## config.mk

```make
export PLATFORM = sky130hd
export DESIGN_NAME = hshrink_gen
export DESIGN_NICKNAME = d
export VERILOG_FILES = /design/src/rtl/hshrink_gen.sv
export SDC_FILE = /design/constraint.sdc
export NUM_CORES = 1
export LEC_CHECK = 0
export ABC_CLOCK_PERIOD_IN_PS = 1700
export CORE_MARGIN = 5
export CORE_UTILIZATION = 25
export CTS_CLUSTER_DIAMETER = 80
export DETAILED_ROUTE_END_ITERATION = 6
export SLEW_MARGIN = 25
export SYNTH_ARGS = -nofsm -noshare
export SYNTH_HDL_FRONTEND = slang
export SYNTH_SLANG_ARGS = --single-unit
```

## constraint.sdc

```tcl
create_clock -name CLK -period 1.7 [get_ports CLK]
set_clock_uncertainty 0.15 [all_clocks]
set_input_delay 0.34 -clock CLK [delete_from_list [all_inputs] [get_ports CLK]]
set_output_delay 0.34 -clock CLK [all_outputs]
set_load 0.005 [all_outputs]
```

## src/rtl/hshrink_gen.sv

```systemverilog
// Horizontal-shrink pixel-enable generator: latches a shrink code per tile and
// streams the resulting keep mask LANES pixels per enabled clock.
module hshrink_gen #(
  parameter int SHRINK_W = 4,
  parameter int LANES    = 2
) (
  input  logic                CLK,
  input  logic                nRESET,
  input  logic                CK_EN,
  input  logic                nLOAD,
  input  logic [SHRINK_W-1:0] SHRINK,
  input  logic                FLIP,
  output logic [LANES-1:0]    OUT,
  output logic                VALID,
  output logic                LAST,
  output logic [SHRINK_W:0]   KEPT
);

  localparam int N      = 1 << SHRINK_W;
  localparam int DEPTH  = N / LANES;
  localparam int STEP_W = (DEPTH > 1) ? $clog2(DEPTH) : 1;
  localparam logic [STEP_W-1:0] LAST_STEP = STEP_W'(DEPTH - 1);

  typedef enum logic {
    ST_IDLE,
    ST_EMIT
  } state_t;

  state_t              state, state_nxt;
  logic [N-1:0]        mask, mask_nxt, load_mask;
  logic [STEP_W-1:0]   step, step_nxt;
  logic [SHRINK_W:0]   kept, kept_nxt;

  function automatic logic [SHRINK_W-1:0] bitrev(input logic [SHRINK_W-1:0] v);
    logic [SHRINK_W-1:0] r;
    r = '0;
    for (int unsigned b = 0; b < SHRINK_W; b++) begin
      r[b] = v[SHRINK_W-1-b];
    end
    return r;
  endfunction

  // N-1-p within SHRINK_W bits is simply ~p, so flip needs no subtractor.
  always_comb begin
    logic [SHRINK_W-1:0] pv;
    logic [SHRINK_W-1:0] q;
    load_mask = '0;
    pv        = '0;
    q         = '0;
    for (int unsigned p = 0; p < N; p++) begin
      pv           = SHRINK_W'(p);
      q            = FLIP ? ~pv : pv;
      load_mask[p] = (bitrev(q) <= SHRINK);
    end
  end

  always_ff @(posedge CLK or negedge nRESET) begin
    if (!nRESET) begin
      state <= ST_IDLE;
      mask  <= '0;
      step  <= '0;
      kept  <= '0;
    end else begin
      state <= state_nxt;
      mask  <= mask_nxt;
      step  <= step_nxt;
      kept  <= kept_nxt;
    end
  end

  // A load always wins over an advance, including on the final step.
  always_comb begin
    state_nxt = state;
    mask_nxt  = mask;
    step_nxt  = step;
    kept_nxt  = kept;
    if (CK_EN) begin
      if (!nLOAD) begin
        state_nxt = ST_EMIT;
        mask_nxt  = load_mask;
        step_nxt  = '0;
        kept_nxt  = {1'b0, SHRINK} + (SHRINK_W + 1)'(1);
      end else if (state == ST_EMIT) begin
        if (step == LAST_STEP) begin
          state_nxt = ST_IDLE;
          step_nxt  = '0;
        end else begin
          step_nxt = step + STEP_W'(1);
        end
      end
    end
  end

  always_comb begin
    VALID = (state == ST_EMIT);
    LAST  = VALID && (step == LAST_STEP);
    KEPT  = kept;
    OUT   = '0;
    if (VALID) begin
      OUT = mask[int'(step) * LANES +: LANES];
    end
  end

endmodule

```

==> results of run 1 <==
## synth_stat cells
master | number | area (um^2)
nor2_1 | 28 | 105
dfrtp_1 | 25 | 626
o21ai_0 | 19 | 95.1
a31oi_1 | 16 | 100
nand2_1 | 13 | 48.8
inv_1 | 12 | 45.0
ha_1 | 11 | 138
a21oi_1 | 8 | 40.0
nand3_1 | 8 | 40.0
buf_2 | 7 | 35.0
mux4_1 | 4 | 105
nor2b_1 | 4 | 25.0
mux2i_1 | 3 | 30.0
mux2_2 | 2 | 22.5
nand4_1 | 2 | 12.5
xnor2_1 | 2 | 17.5
a21o_1 | 1 | 7.51
a22o_2 | 1 | 10.0
and2_1 | 1 | 6.26
buf_4 | 1 | 7.51
or2_2 | 1 | 6.26
or2b_1 | 1 | 7.51
## state kept, by name, summed over array words and instances, names as in the netlist
signal and flops:
mask 16, VALID 1, KEPT 5, step 3
## layout make-up
type	count	area, um^2
fill	607	3710
multi-input combinational	125	936
sequential	25	628
timing repair buffer	52	453
tap	75	93.8
inverter	12	50.0
clock buffer	4	45.0
## report_power, final
part	internal (W)	total [W]	switching (W)	leakage, nW
Clock	0.000168	0.000352	0.000184	0.0228
Sequential	0.000686	0.000740	0.0000541	0.276
Combinational	0.000344	0.000635	0.000290	0.623
## logic make-up (layout without fill, tap and decap cells)
logic type,count (synthesis),count (layout),synth area share (%)
AND/OR/NAND/NOR,58,58,16.4
AO/OA/AOI/OAI,45,45,16.5
flip-flops,25,25,40.9
buffers and inverters,20,68,5.72
adder cells (fa/ha/maj),11,11,8.99
multiplexers,9,9,10.3
XOR/XNOR,2,2,1.14
## worst paths after layout
path,startpoint,endpoint,cells past startpoint
worst max-delay path,step[1],OUT[1],5
worst min-delay path,nRESET,KEPT[4],2
worst max register to register,step[1],step[0],6
worst min register to register,KEPT[0],KEPT[0],2
max in group asynchronous,nRESET,step[1],2
min in group CLK,SHRINK[2],KEPT[4],4
## worst max-delay path: cells and delay by family, from the launching register on
kind | cells | cell delay [ps]
flops | 1 | 390
mux | 2 | 640
simple gates | 1 | 50
buf+inv | 2 | 230
## through the flow
stage               std cells  power [W]  instance area, um^2  setup TNS (ps)  hold slack [ps]
finish                    293    0.00173                 2210            -804              279
global route              293    0.00184                 2210            -997              305
CTS                       294    0.00174                 2190           -1010              289
detailed placement        287    0.00132                 2010           -9080              353
global placement          287    0.00131                 2010           -8340              350
floorplan                 170    0.00103                 1530               0             -106
## per-layer routing
metal / up-vias / wire length (um) / global-route usage, %
met5: - / 0 / 0
met4: 0 / 48 / 3.85
met3: 4 / 148 / 1.77
met2: 34 / 1930 / 18.7
met1: 638 / 1730 / 13.6
li1: 691 / - / -
## what timing repair did
action,CTS,global route
hold buffers,0,0
setup endpoints to repair,20,18
setup buffers,3,0
resized for setup,56,12
pin swaps,8,5
==> flow_metrics.tcl, run 1 <==
set metrics [dict create \
    drcViolationCount 0 \
    h-tree-depth 1 \
    chipHeight_um 88.2 \
    p_leak_nw 0.922 \
    synthesis.area_um2 1530 \
    ios 18 \
    numCtsBuffers 3 \
    cts_root_buf "clkbuf_8" \
    antenna_found_initial 0 \
    ys_ff_latch 25 \
    setup_ws_ps -365 \
    synth_cells 170 \
    crit_chain "buf_6 > mux4_2 > mux2i_1 > nor2_1 > buf_2" \
    fmax_mhz 484 \
    p_per_area_nw_per_um2 783 \
    yosysWarnings 0 \
    startpoint_type "register" \
    layout_commonest_cell "buf_4" \
    post-place-ws_ps -544 \
    initial_utilization_pct 25.8 \
    grt-ovfl-total 0 \
    clock_latency_ps 270 \
    viasPerCell 4.67 \
    drive_above_1_share_pct 34.4 \
    n_antenna_cell 0 \
    hp-class "in2async" \
    nNetsFinal 239 \
    first_iter_violations 61 \
    drt-wirelength-per-cell_um 13.2 \
    clockBufferDepth 2 \
    grt_max_degree 34 \
    relSlewSlack_pct 77.0 \
    yosysUniqueCellTypes 22 \
    rows 28 \
    dieArea_um2 7790 \
    cts_tree "built" \
    syn-num-nets 190 \
    gp_congestion 0.878 \
    crit_path_end_kind "output pin" \
    yosysSeqAreaShare_pct 40.9 \
    die_w_um 88.2 \
    irDropWorstVdd_mv 0.367 \
    path_class "reg2out" \
    syn_area_per_cell_um2 9.00 \
    maxCapViolCount 0 \
    grt.total_usage_pct 10.8 \
    wirelength_mm 3.86 \
    clock_sinks 25 \
    rrSetupSlack_ps 180 \
    fin_util_pct 37.3 \
    setup_violations 3 \
    required_ps 1210 \
    drv_slew 0 \
    core_area_um2 5920 \
    tightestPinTransition_ps 341 \
    min_period_ps 2070 \
    worst_ep_arrival_time_ps 1580 \
    ant_nets 0 \
    cts.reportedPaths.clkPinSlew_ps 80 \
    grt_pass1_vias 1382 \
    violations "setup timing" \
    grt_setup_unrepaired "true" \
    io_buffers 17 \
    area_growth_pct 44.2 \
    grt_first_pass_wirelength_mm 6.62 \
    route.vias.total 1367 \
    crit_fanout 2 \
    status "complete, but fails checks" \
    dp_hpwl_mm 2.79 \
    layout_common_cells "31 x buf_4, 26 x nor2_1, 23 x dfrtp_1" \
    cpPeakStageDelay_ps 500 \
    hold_viol 0 \
    fin_crit_sh_pct 121 \
    dr.pass1.iters 4 \
    slowest_stage "mux4_2" \
]
(Power assumes the default switching activity.)
==> run 2: changes to the inputs <==
--- a/config.mk
+++ b/config.mk
@@ -6,8 +6,7 @@
 export NUM_CORES = 1
 export LEC_CHECK = 0
 export ABC_CLOCK_PERIOD_IN_PS = 1700
-export CORE_MARGIN = 5
-export CORE_UTILIZATION = 25
+export CORE_UTILIZATION = 31
 export CTS_CLUSTER_DIAMETER = 80
 export DETAILED_ROUTE_END_ITERATION = 6
 export SLEW_MARGIN = 25
==> flow_metrics.tcl, run 2 (same netlist as run 1, synthesis figures left out) <==
set metrics [dict create \
    status "complete, but fails checks" \
    violations "setup timing" \
    min_period_ps 2090 \
    post-place-ws_ps -533 \
    hold_viol 0 \
    numCtsBuffers 3 \
    nFillCells 464 \
    ant_nets 0 \
    cpPeakStageDelay_ps 490 \
    sw_frac_of_total_pct 30.7 \
    cts.reportedPaths.clkPinSlew_ps 90 \
    crit_fanout 2 \
    total_power_w 0.00174 \
    fin_crit_sh_pct 123 \
    grt_first_pass_wirelength_mm 6.53 \
    regMostFlops "mask" \
    antenna_found_initial 0 \
    setup_ws_ps -387 \
    nNetsFinal 243 \
    grt-ovfl-total 0 \
    required_ps 1210 \
    p_per_area_nw_per_um2 788 \
    switching_power_w 0.000535 \
    drive_above_1_share_pct 35.6 \
    hp-class "in2async" \
    dr.pass1.iters 4 \
    slowest_stage "mux4_2" \
    crit_path_end_kind "output pin" \
    p_leak_nw 0.941 \
    h-tree-depth 1 \
    layout_common_cells "35 x buf_4, 24 x dfrtp_1, 24 x nor2_1" \
    chipHeight_um 72.3 \
    maxCapViolCount 0 \
    gp_congestion 0.845 \
    drt-wirelength-per-cell_um 13.2 \
    tns_ps -1070 \
    startpoint_type "register" \
    clock_latency_ps 270 \
    worst_ep_arrival_time_ps 1600 \
    layout_commonest_cell "buf_4" \
    io_buffers 17 \
    fmax_mhz 479 \
    p_comb_share_pct 36.9 \
    whs_ps 281 \
    tightestPinTransition_ps 354 \
    first_iter_violations 56 \
    relSlewSlack_pct 76.2 \
    cts_tree "built" \
    die_w_um 72.3 \
    internal_power_w 0.00121 \
    irDropWorstVdd_mv 0.361 \
    rows 25 \
    ios 18 \
    initial_utilization_pct 32.4 \
    drcViolationCount 0 \
    grt_max_degree 27 \
    core_area_um2 4720 \
    dp_hpwl_mm 2.75 \
    clkPwrFrac_pct 20.4 \
    area_growth_pct 44.3 \
    cts_hold_buffers 0 \
    viasPerCell 4.80 \
    wirelength_mm 3.82 \
    clock_sinks 25 \
    crit_chain "buf_12 > mux4_2 > mux2i_1 > nor2_1 > buf_2" \
    route.vias.total 1387 \
    drv_slew 0 \
    n_antenna_cell 0 \
    path_class "reg2out" \
    dieArea_um2 5220 \
    grt.total_usage_pct 16.1 \
    largest_reg_flops 16 \
    sequentialPowerShare_pct 42.7 \
    grt_setup_unrepaired "true" \
    setup_violations 3 \
    clockBufferDepth 2 \
    grt_pass1_vias 1410 \
    cts_root_buf "clkbuf_8" \
]
run 2: cell types whose count changed in the layout (fill, tap and decap cells not counted), moves of 2 or more:
cell	previous run	this run
nand2_1	11	13
buf_4	31	35
nand2_2	2	0
nor2_4	1	3
ha_4	6	4
nor2b_2	1	3
nor2_1	26	24
nor2b_1	2	0
buf_6	4	1
run 2: path summary, 6_finish.rpt:
| path | from | to | slack [ps] | cells past startpoint |
|---|---|---|---|---|
| hold reg to reg | KEPT[1] | KEPT[1] | 370 | 1 |
| setup reg to reg | step[1] | step[0] | 80 | 7 |
| setup / recovery | step[1] | OUT[1] | -390 | 5 |
| min in group CLK | SHRINK[0] | KEPT[0] | 360 | 3 |
| hold / removal | nRESET | mask[15] | 280 | 2 |
| max in group asynchronous | nRESET | VALID | 860 | 2 |
run 2: timing repair:
action | CTS | global route
pin swaps | 8 | 2
setup buffers | 5 | 0
setup endpoints to repair | 20 | 20
gates resized for setup | 55 | 8
run 2: power by group through the flow:
stage | Combinational, W | Clock (W) | Sequential, W
finish | 0.000643 | 0.000354 | 0.000743
global route | 0.000704 | 0.000395 | 0.000754
CTS | 0.000629 | 0.000371 | 0.000743
detailed placement | 0.000558 | 0 | 0.000753
global placement | 0.000552 | 0 | 0.000751
floorplan | 0.000286 | 0 | 0.000740
run 2: routing by layer:
| layer | track usage [%] | wire length [um] | up-vias |
|---|---|---|---|
| met1 | 21.1 | 1790 | 663 |
| met5 | 0 | 0 | - |
| li1 | - | - | 699 |
| met4 | 5.45 | 43 | 0 |
| met3 | 3.19 | 106 | 6 |
| met2 | 26.7 | 1890 | 19 |
run 2: area by class of cell:
cell class / instances / area, um^2 / area share [%]
multi-input combinational: 125 / 927 / 42.0
clock buffer: 4 / 45.0 / 2.04
inverter: 12 / 47.5 / 2.15
tap: 67 / 83.8 / 3.80
sequential: 25 / 627 / 28.4
timing repair buffer: 56 / 478 / 21.6
run 2: critical path: cells and delay by family (launching register included):
kind / cells / cell delay [ps]
mux: 2 / 640
simple gates: 1 / 50
buf+inv: 2 / 240
flops: 1 / 410
run 2: metrics by stage:
step | utilization (%) | cells | instance area, um^2
after floorplan | - | 170 | 1530
after global placement | 42.8 | 281 | 2020
after detailed placement | 42.8 | 281 | 2020
after CTS | 46.3 | 289 | 2190
after global routing | 46.8 | 289 | 2210
final | 46.8 | 289 | 2210
==> run 3: changes to the inputs <==
--- a/config.mk
+++ b/config.mk
@@ -5,7 +5,9 @@
 export SDC_FILE = /design/constraint.sdc
 export NUM_CORES = 1
 export LEC_CHECK = 0
+export ABC_AREA = 1
 export ABC_CLOCK_PERIOD_IN_PS = 1700
+export CAP_MARGIN = 20
 export CORE_UTILIZATION = 31
 export CTS_CLUSTER_DIAMETER = 80
 export DETAILED_ROUTE_END_ITERATION = 6
==> flow_metrics.tcl, run 3 <==
set metrics [dict create \
    nNetsFinal 310 \
    maxCapViolCount 0 \
    io_buffers 17 \
    ios 18 \
    h-tree-depth 1 \
    dieArea_um2 5800 \
    rrSetupSlack_ps 220 \
    yosysSeqAreaShare_pct 36.7 \
    whs_ps 273 \
    synth_top_area_share_pct 36.7 \
    p_comb_share_pct 42.3 \
    status "complete, but fails checks" \
    nFillCells 546 \
    largest_reg_flops 16 \
    cpPeakStageDelay_ps 440 \
    die_w_um 76.2 \
    grt_pass1_vias 1619 \
    tns_ps -500 \
    switching_power_w 0.000692 \
    viasPerCell 4.62 \
    dp_hpwl_mm 3.07 \
    sw_frac_of_total_pct 35.7 \
    violations "setup timing" \
    drive_above_1_share_pct 34.3 \
    rows 26 \
    placed_area_um2 2180 \
    grt-ovfl-total 0 \
    syn_area_per_cell_um2 7.32 \
    cts_root_buf "clkbuf_8" \
    wirelength_mm 4.25 \
    required_ps 1210 \
    layout_common_cells "59 x nand2_1, 33 x buf_4, 25 x a21oi_1" \
    ys.flop_type "dfrtp_1" \
    yosysUniqueCellTypes 22 \
    dr.pass1.iters 4 \
    synthTopCellsByCount "68 x nand2_1, 28 x inv_1, 26 x a21oi_1" \
    setup_ws_ps -204 \
    clkPwrFrac_pct 18.9 \
    drt-wirelength-per-cell_um 11.8 \
    path_delay_family "flip-flops" \
    slowest_stage "dfrtp_2" \
    regMostFlops "mask" \
    drv_slew 0 \
    synthesis.area_um2 1710 \
    setup_violations 3 \
    final-seq-area_um2 628 \
    sequentialPowerShare_pct 38.8 \
    antenna_found_initial 0 \
    path_buf_inv 3 \
    fmax_mhz 525 \
    path_class "reg2out" \
    multi_input_area_um2 1050 \
    grt_max_degree 26 \
    fin_crit_sh_pct 112 \
    clock_latency_ps 270 \
    synthArstFlopShare_pct 100 \
    tightestPinTransition_ps 349 \
    rr_worst_depth 7 \
    first_iter_violations 55 \
    r2r_end "step[0]" \
    worst_ep_arrival_time_ps 1410 \
    gp_congestion 0.803 \
    grt_setup_unrepaired "true" \
    synth_cells 233 \
    total_power_w 0.00194 \
    yosysMostFrequentCell "nand2_1" \
    numCtsBuffers 3 \
    cts_tree "built" \
    core_area_um2 5200 \
    n_antenna_cell 0 \
    crit_chain "buf_6 > buf_6 > nand2_2 > nand3_2 > nand3_2 > nand2_2 > nor2_2 > buf_2" \
    area_growth_pct 42.8 \
    yosys.area.top_type "dfrtp_1" \
    fin_util_pct 46.8 \
    crit_fanout 3 \
    ant_nets 0 \
    cts.reportedPaths.clkPinSlew_ps 100 \
    cts_hold_buffers 0 \
    min_period_ps 1900 \
    yosysWarnings 0 \
    initial_utilization_pct 32.8 \
    hp-class "in2async" \
    clock_sinks 25 \
    grt_first_pass_wirelength_mm 7.29 \
    relSlewSlack_pct 76.8 \
    layout_commonest_cell "nand2_1" \
    drcViolationCount 0 \
    synth_area_leaders "dfrtp_1 37%, nand2_1 15%, ha_1 8.1%" \
    clockBufferDepth 2 \
    hold_viol 0 \
    route.vias.total 1657 \
    crit_path_end_kind "output pin" \
    fin_area_um2 2430 \
    startpoint_type "register" \
    ys_ff_latch 25 \
    synth_edf_count 0 \
    reg2reg_from "step[0]" \
    irDropWorstVdd_mv 0.342 \
    p_leak_nw 1.25 \
    syn-num-nets 253 \
    chipHeight_um 76.2 \
    grt.total_usage_pct 15.6 \
    p_per_area_nw_per_um2 797 \
    internal_power_w 0.00125 \
]
run 3: cell types whose count changed in the layout (fill, tap and decap cells not counted), moves of 7 or more:
| cell | before | now |
|---|---|---|
| nand2_1 | 13 | 59 |
| a21oi_1 | 4 | 25 |
| a31oi_1 | 16 | 0 |
| inv_1 | 7 | 23 |
| nand2_2 | 0 | 9 |
| nand3_2 | 0 | 7 |
| o21ai_0 | 12 | 5 |
run 3: through the flow:
stage	setup slack (ps)	cells
global placement	-418	347
CTS	-202	359
finish	-204	359
floorplan	156	233
detailed placement	-441	347
global route	-299	359
run 3: worst max-delay path by stage:
stage | start | endpoint | slack, ps | cells past startpoint
final | step[0] | OUT[0] | -200 | 8
after global routing | step[0] | OUT[0] | -300 | 8
after CTS | step[0] | OUT[0] | -200 | 8
after detailed placement | FLIP | mask[9] | -440 | 8
after global placement | FLIP | mask[13] | -420 | 8
after floorplan | FLIP | mask[13] | 160 | 7
run 3: cell families after synthesis:
kind of cell / Yosys count / synth area share, %
AND/OR/NAND/NOR: 111 / 27.7
AO/OA/AOI/OAI: 47 / 17.3
buffers and inverters: 38 / 9.76
flip-flops: 25 / 36.7
adder cells (fa/ha/maj): 11 / 8.07
XOR/XNOR: 1 / 0.514
run 3: per-layer routing:
layer,wire length (um),track usage (%)
met1,1980,20.8
met2,2040,25.6
met3,135,1.92
met4,102,6.35
met5,0,0
run 3: power groups by stage:
stage                     sequential [W]  combinational [W]  clock [W]
final                           0.000753           0.000822   0.000366
after global routing            0.000766           0.000917   0.000409
after CTS                       0.000752           0.000771   0.000372
after detailed placement        0.000766           0.000687          0
after global placement          0.000764           0.000680          0
after floorplan                 0.000744           0.000397          0
run 3: area by class of cell:
type                       instances  share of cell area (%)
inverter                          34                    5.70
multi-input combinational        170                    43.1
clock inverter                     1                   0.308
sequential                        25                    25.8
clock buffer                       3                    1.70
timing repair buffer              56                    19.8
tap                               70                    3.60
run 3: repair_timing:
action / 4_1_cts / 5_1_grt
setup endpoints to repair: 20 / 18
endpoints found under the hold margin: 0 / 0
resized for setup: 42 / 20
buffers inserted: 8 / 0
cloned: 0 / 0
pin swaps: 12 / 7
